--- src/rtl/spi_shift_datapath.sv ---
// Bit-level SPI shift datapath: serialises TX words onto MOSI and assembles MISO into RX words.
// Optional macro SPI_LSB_FIRST_EN selects LSB-first framing; default build is MSB-first only.
module spi_shift_datapath #(
  parameter int DATA_W = 8
) (
  input  logic              clk,
  input  logic              rst_n,
  input  logic              tx_load,
  input  logic [DATA_W-1:0] tx_data,
  input  logic              spi_clk_i,
  input  logic              spi_active_i,
  input  logic              spi_clk_polarity,
  input  logic              spi_clk_phase,
  input  logic [3:0]        spi_data_size,
  input  logic              miso_i,
  output logic              mosi_o,
  output logic [DATA_W-1:0] rx_data_o,
  output logic              rx_valid_o,
  input  logic              rx_fifo_full,
  output logic              rx_overrun_o,
  input  logic              rx_overrun_clr,
  output logic [3:0]        bit_cnt_o
);

  typedef enum logic [1:0] {DP_IDLE, DP_ARMED, DP_SHIFT, DP_CAPTURE} dp_state_t;

  localparam logic [3:0] MAX_LEN = 4'(DATA_W);

  dp_state_t         state;
  logic              sclk_q;
  logic [3:0]        frame_len;
  logic [3:0]        bit_cnt;
  logic [3:0]        len_sel;
  logic [DATA_W-1:0] tx_shift;
  logic [DATA_W-1:0] rx_shift;
  logic [DATA_W-1:0] tx_aligned;
  logic [DATA_W-1:0] tx_aligned_adv;
  logic [DATA_W-1:0] tx_shift_next;
  logic [DATA_W-1:0] rx_shift_next;
  logic [DATA_W-1:0] rx_word;
  logic              tx_first;
  logic              tx_next_bit;
  logic              leading;
  logic              trailing;
  logic              sample_edge;
  logic              drive_edge;
  logic              cnt_full;

  assign len_sel = (spi_data_size == 4'd0 || spi_data_size > MAX_LEN) ? MAX_LEN : spi_data_size;

  assign leading     = (sclk_q == spi_clk_polarity) && (spi_clk_i != spi_clk_polarity);
  assign trailing    = (sclk_q != spi_clk_polarity) && (spi_clk_i == spi_clk_polarity);
  assign sample_edge = spi_clk_phase ? trailing : leading;
  assign drive_edge  = spi_clk_phase ? leading : trailing;
  assign cnt_full    = (bit_cnt == frame_len);
  assign bit_cnt_o   = bit_cnt;

`ifdef SPI_LSB_FIRST_EN
  // The first bit enters at the top and walks down, so a short frame is realigned at capture.
  assign tx_aligned     = tx_data;
  assign tx_first       = tx_aligned[0];
  assign tx_aligned_adv = tx_aligned >> 1;
  assign tx_next_bit    = tx_shift[0];
  assign tx_shift_next  = tx_shift >> 1;
  assign rx_shift_next  = {miso_i, rx_shift[DATA_W-1:1]};
  assign rx_word        = rx_shift >> (MAX_LEN - frame_len);
`else
  // TX word is pre-aligned so bit N-1 always leaves from the top of the register.
  assign tx_aligned     = tx_data << (MAX_LEN - len_sel);
  assign tx_first       = tx_aligned[DATA_W-1];
  assign tx_aligned_adv = tx_aligned << 1;
  assign tx_next_bit    = tx_shift[DATA_W-1];
  assign tx_shift_next  = tx_shift << 1;
  assign rx_shift_next  = {rx_shift[DATA_W-2:0], miso_i};
  assign rx_word        = rx_shift;
`endif

  always_ff @(posedge clk or negedge rst_n) begin
    if (!rst_n) begin
      state        <= DP_IDLE;
      sclk_q       <= 1'b0;
      frame_len    <= MAX_LEN;
      bit_cnt      <= 4'd0;
      tx_shift     <= '0;
      rx_shift     <= '0;
      mosi_o       <= 1'b0;
      rx_data_o    <= '0;
      rx_valid_o   <= 1'b0;
      rx_overrun_o <= 1'b0;
    end else begin
      sclk_q     <= spi_clk_i;
      rx_valid_o <= 1'b0;

      if (rx_valid_o && rx_fifo_full)
        rx_overrun_o <= 1'b1;
      else if (rx_overrun_clr)
        rx_overrun_o <= 1'b0;

      if (tx_load) begin
        state     <= DP_ARMED;
        frame_len <= len_sel;
        bit_cnt   <= 4'd0;
        rx_shift  <= '0;
        if (!spi_clk_phase) begin
          mosi_o   <= tx_first;
          tx_shift <= tx_aligned_adv;
        end else begin
          tx_shift <= tx_aligned;
        end
      end else begin
        unique case (state)
          DP_IDLE: mosi_o <= 1'b0;
          DP_ARMED, DP_SHIFT: begin
            // A full count blocks further edges, which both saturates bit_cnt and suppresses the extra drive.
            if (cnt_full) begin
              state      <= DP_CAPTURE;
              rx_data_o  <= rx_word;
              rx_valid_o <= 1'b1;
            end else if (state == DP_SHIFT && !spi_active_i) begin
              state    <= DP_IDLE;
              mosi_o   <= 1'b0;
              rx_shift <= '0;
            end else if (spi_active_i && (leading || trailing)) begin
              state <= DP_SHIFT;
              if (sample_edge) begin
                rx_shift <= rx_shift_next;
                bit_cnt  <= bit_cnt + 4'd1;
              end
              if (drive_edge) begin
                mosi_o   <= tx_next_bit;
                tx_shift <= tx_shift_next;
              end
            end
          end
          DP_CAPTURE: state <= DP_IDLE;
          default:    state <= DP_IDLE;
        endcase
      end
    end
  end

endmodule

--- config.mk ---
export PLATFORM = sky130hd
export DESIGN_NAME = spi_shift_datapath
export DESIGN_NICKNAME = d
export VERILOG_FILES = /design/src/rtl/spi_shift_datapath.sv
export SDC_FILE = /design/constraint.sdc
export NUM_CORES = 1
export LEC_CHECK = 0
export BUFFER_PORTS_ARGS = -buffer_cell sky130_fd_sc_hd__buf_2
export CORE_ASPECT_RATIO = 0.6
export CORE_MARGIN = 4
export CORE_UTILIZATION = 55
export CTS_CLUSTER_DIAMETER = 80
export DETAILED_ROUTE_END_ITERATION = 16
export GPL_ROUTABILITY_DRIVEN = 1
export PLACE_DENSITY_LB_ADDON = 0.1
export SLEW_MARGIN = 20
export SYNTH_ARGS = -nofsm -noshare
export SYNTH_HDL_FRONTEND = slang
export SYNTH_SLANG_ARGS = --single-unit
--- constraint.sdc ---
create_clock -name clk -period 2.4 [get_ports clk]
set_clock_uncertainty 0.1 [all_clocks]
set_input_delay 0.48 -clock clk [delete_from_list [all_inputs] [get_ports clk]]
set_output_delay 0.48 -clock clk [all_outputs]
set_load 0.05 [all_outputs]
==> results_dict.tcl <==
set metrics [dict create \
    die_height_microns 57.4 \
    start_util_pct 59.0 \
    hold_buffers 0 \
    rows 17 \
    die_w_microns 90.3 \
    io_buffers 36 \
    fillers 288 \
    p_leak_nw 1.33 \
    critPathLaunchType "flip-flop" \
    gp_congestion 0.849 \
    clock.fmax_mhz 450 \
    cts_tree "done" \
    cts_resized 0 \
    grt_max_degree 24 \
    avgViaCountPerCell 5.67 \
    antenna_found_initial 0 \
    drc 0 \
    ys_seq_elements 38 \
    die-area_sq_um 5180 \
    setup_ws_ns 0.178 \
    fin_crit_ns 2.22 \
    n_antenna_cell 0 \
    synthDistinctLibCells 53 \
    dr_total_vias 1853 \
    slew_violations 0 \
    hpwl_microns 3620 \
    h-tree-depth 2 \
    yosys-top-cells-area "dfrtp_1, mux2i_1, nand2_1, mux2_1, ha_1" \
    wire_per_inst_microns 14.7 \
    final_cell_area_sq_um 2700 \
    min_path_type "in2async" \
    ant_nets 0 \
    cts_buffers 5 \
    first_pass_iters 4 \
    syn-cell-area_sq_um 2230 \
    synth_area_leader_cell "dfrtp_1" \
    grt-ovfl-total 0 \
    finalSetupViolCount 0 \
    tightest_slew_ns 0.610 \
    clk_path_buf_depth 2 \
    ctsRootBufferMaster "clkbuf_8" \
    cp_data_required_time_ns 2.52 \
    pin_count 37 \
    syn_inst 226 \
    ir_drop_mv 0.592 \
    async_flop_share_pct 100 \
    status "finished clean" \
    wirelength_microns 4790 \
    dp_slack_ns -0.207 \
    syn_to_final_growth_pct 20.6 \
    drive_above_1_share_pct 27.1 \
    synthFlopType "dfrtp_1" \
    initialDrtViolationCount 147 \
    clock_latency_ns 0.29 \
    grtUsageTotal_pct 19.4 \
    regToRegStartpoint "state[1]$_DFFE_PN0P_" \
    syn-num-nets 255 \
    powerDensity_nw_per_um2 869 \
    worstSetupPathType "reg2reg" \
    synth_top_area_share_pct 41.4 \
    path_clk_slew_ns 0.08 \
    final_nets 308 \
    synth-edff-count 0 \
    grt_pass1_wl_microns 8160 \
    core_sq_um 3790 \
    critical_path.endpoint_type "flip-flop" \
    holdWs_ns 0.0602 \
    ys_seq_area_share_pct 42.6 \
    postCtsSetupRepairBufs 0 \
    worstRegToRegCells 7 \
    slew_headroom_pct 59.2 \
    r2r_end "bit_cnt_o[3]$_DFFE_PN0P_" \
    rsz0062_at_grt "no" \
    cap_violations 0 \
    period_share_pct 92.6 \
    dpl-instance-area_sq_um 2570 \
    crit_fanout 7 \
    cts_sinks 38 \
    yosysWarnings 0 \
    avgSynthCellArea_sq_um 9.89 \
    r2r_slack_ns 0.18 \
    finalHoldViolations 0 \
    grt_pass1_vias 1771 \
    finalPower_w 0.00234 \
    cp.arrival_ns 2.34 \
]
## logic make-up (layout without fill, tap and decap cells)
group                    count (synthesis)  in the layout  synth area share, %
multiplexers                            26             26                 13.5
XOR/XNOR                                 8              8                 4.31
AO/OA/AOI/OAI                           56             56                 17.0
adder cells (fa/ha/maj)                  7              7                 3.92
AND/OR/NAND/NOR                         71             71                 14.9
flip-flops                              38             38                 42.6
buffers and inverters                   20             74                 3.81
## cells in the mapped netlist, types with 2 or more instances
library cell,number
o21ai_1,7
mux4_2,2
nor2_1,14
nor3_1,7
mux2_1,8
nand2b_1,5
a21oi_1,9
dfrtp_1,37
o32a_1,2
mux2i_1,13
nand3_1,2
a41oi_2,2
a31oi_1,4
o21ai_0,12
nand4_1,2
mux2_2,2
o21a_1,3
ha_1,7
clkbuf_1,5
inv_1,9
buf_2,2
nand2_1,31
a21o_1,2
xnor2_1,4
o22ai_1,2
xor2_1,2
or3_1,4
nor2b_1,2
## metrics by stage
step | cells | utilization [%] | setup TNS [ns]
final | 327 | 71.2 | 0
after CTS | 327 | 71.0 | 0
after detailed placement | 319 | 67.9 | -1.45
after floorplan | 226 | - | -0.0178
after global routing | 327 | 71.2 | 0
after global placement | 319 | 67.9 | -0.995
## cell type report
type	count	area, sq um	share of cell area, %
Inverter	11	41.3	1.53
Multi-Input combinational cell	168	1200	44.7
Timing Repair Buffer	55	323	12.0
Clock buffer	7	86.3	3.20
Clock inverter	1	30.0	1.11
Sequential cell	38	952	35.3
Tap cell	47	58.8	2.18
## placed cells by master, fill, tap and decap left out, types with 2 or more instances in the layout
master and n:
inv_1 9, buf_2 36, a21o_1 2, o21a_1 3, dfrtp_1 37, clkbuf_8 6
o32a_1 2, nand2_1 31, mux2_2 2, o21ai_0 12, nand2b_1 5, nor2b_1 2
ha_1 7, xnor2_1 4, xor2_1 2, buf_4 19, a21oi_1 9, nand4_1 2
a31oi_1 4, or3_1 4, nor3_1 7, o21ai_1 7, mux2_1 8, a41oi_2 2
nor2_1 14, mux2i_1 13, nand3_1 2, mux4_2 2
## state kept, by name, summed over array words and instances, names as in the netlist
signal,flops
frame_len,4
mosi_o,1
rx_shift,8
tx_shift,8
rx_data_o,8
rx_overrun_o,1
rx_valid_o,1
sclk_q,1
bit_cnt_o,4
state,2
## worst max-delay path, stage by stage (launching register included)
cell and delay, ns:
dfrtp_1 0.40, inv_1 0.06, ha_1 0.29, clkinv_1 0.14
a41oi_2 0.31, a31oi_1 0.29, or3_1 0.41, a21oi_1 0.14
## layer usage
metal | vias to the layer above | part of all wire (%) | track usage, %
li1 | 913 | - | -
met1 | 883 | 53 | 30.0
met2 | 52 | 41 | 26.9
met3 | 5 | 6.1 | 4.61
met4 | 0 | 0.67 | 5.01
met5 | - | 0 | 0
## worst max-delay path by stage
stage                    startpoint                        to  slack [ns]  depth (start not counted)
6_report       state[1]$_DFFE_PN0P_  bit_cnt_o[3]$_DFFE_PN0P_        0.18                          7
2_1_floorplan      spi_data_size[3]   tx_shift[7]$_DFFE_PN0P_       -0.02                          7
3_5_place_dp       spi_clk_polarity   rx_shift[2]$_DFFE_PN0P_       -0.21                          8
4_1_cts            sclk_q$_DFF_PN0_   rx_shift[2]$_DFFE_PN0P_        0.05                          7
3_3_place_gp       spi_clk_polarity   rx_shift[2]$_DFFE_PN0P_       -0.14                          8
5_1_grt        state[0]$_DFFE_PN0P_  bit_cnt_o[3]$_DFFE_PN0P_        0.06                          7
## report_power, final
part / total (W) / internal [W] / switching (W)
clock: 0.000557 / 0.000339 / 0.000218
sequential: 0.000869 / 0.000780 / 0.0000890
combinational: 0.000916 / 0.000351 / 0.000565
(Power assumes the default switching activity.)
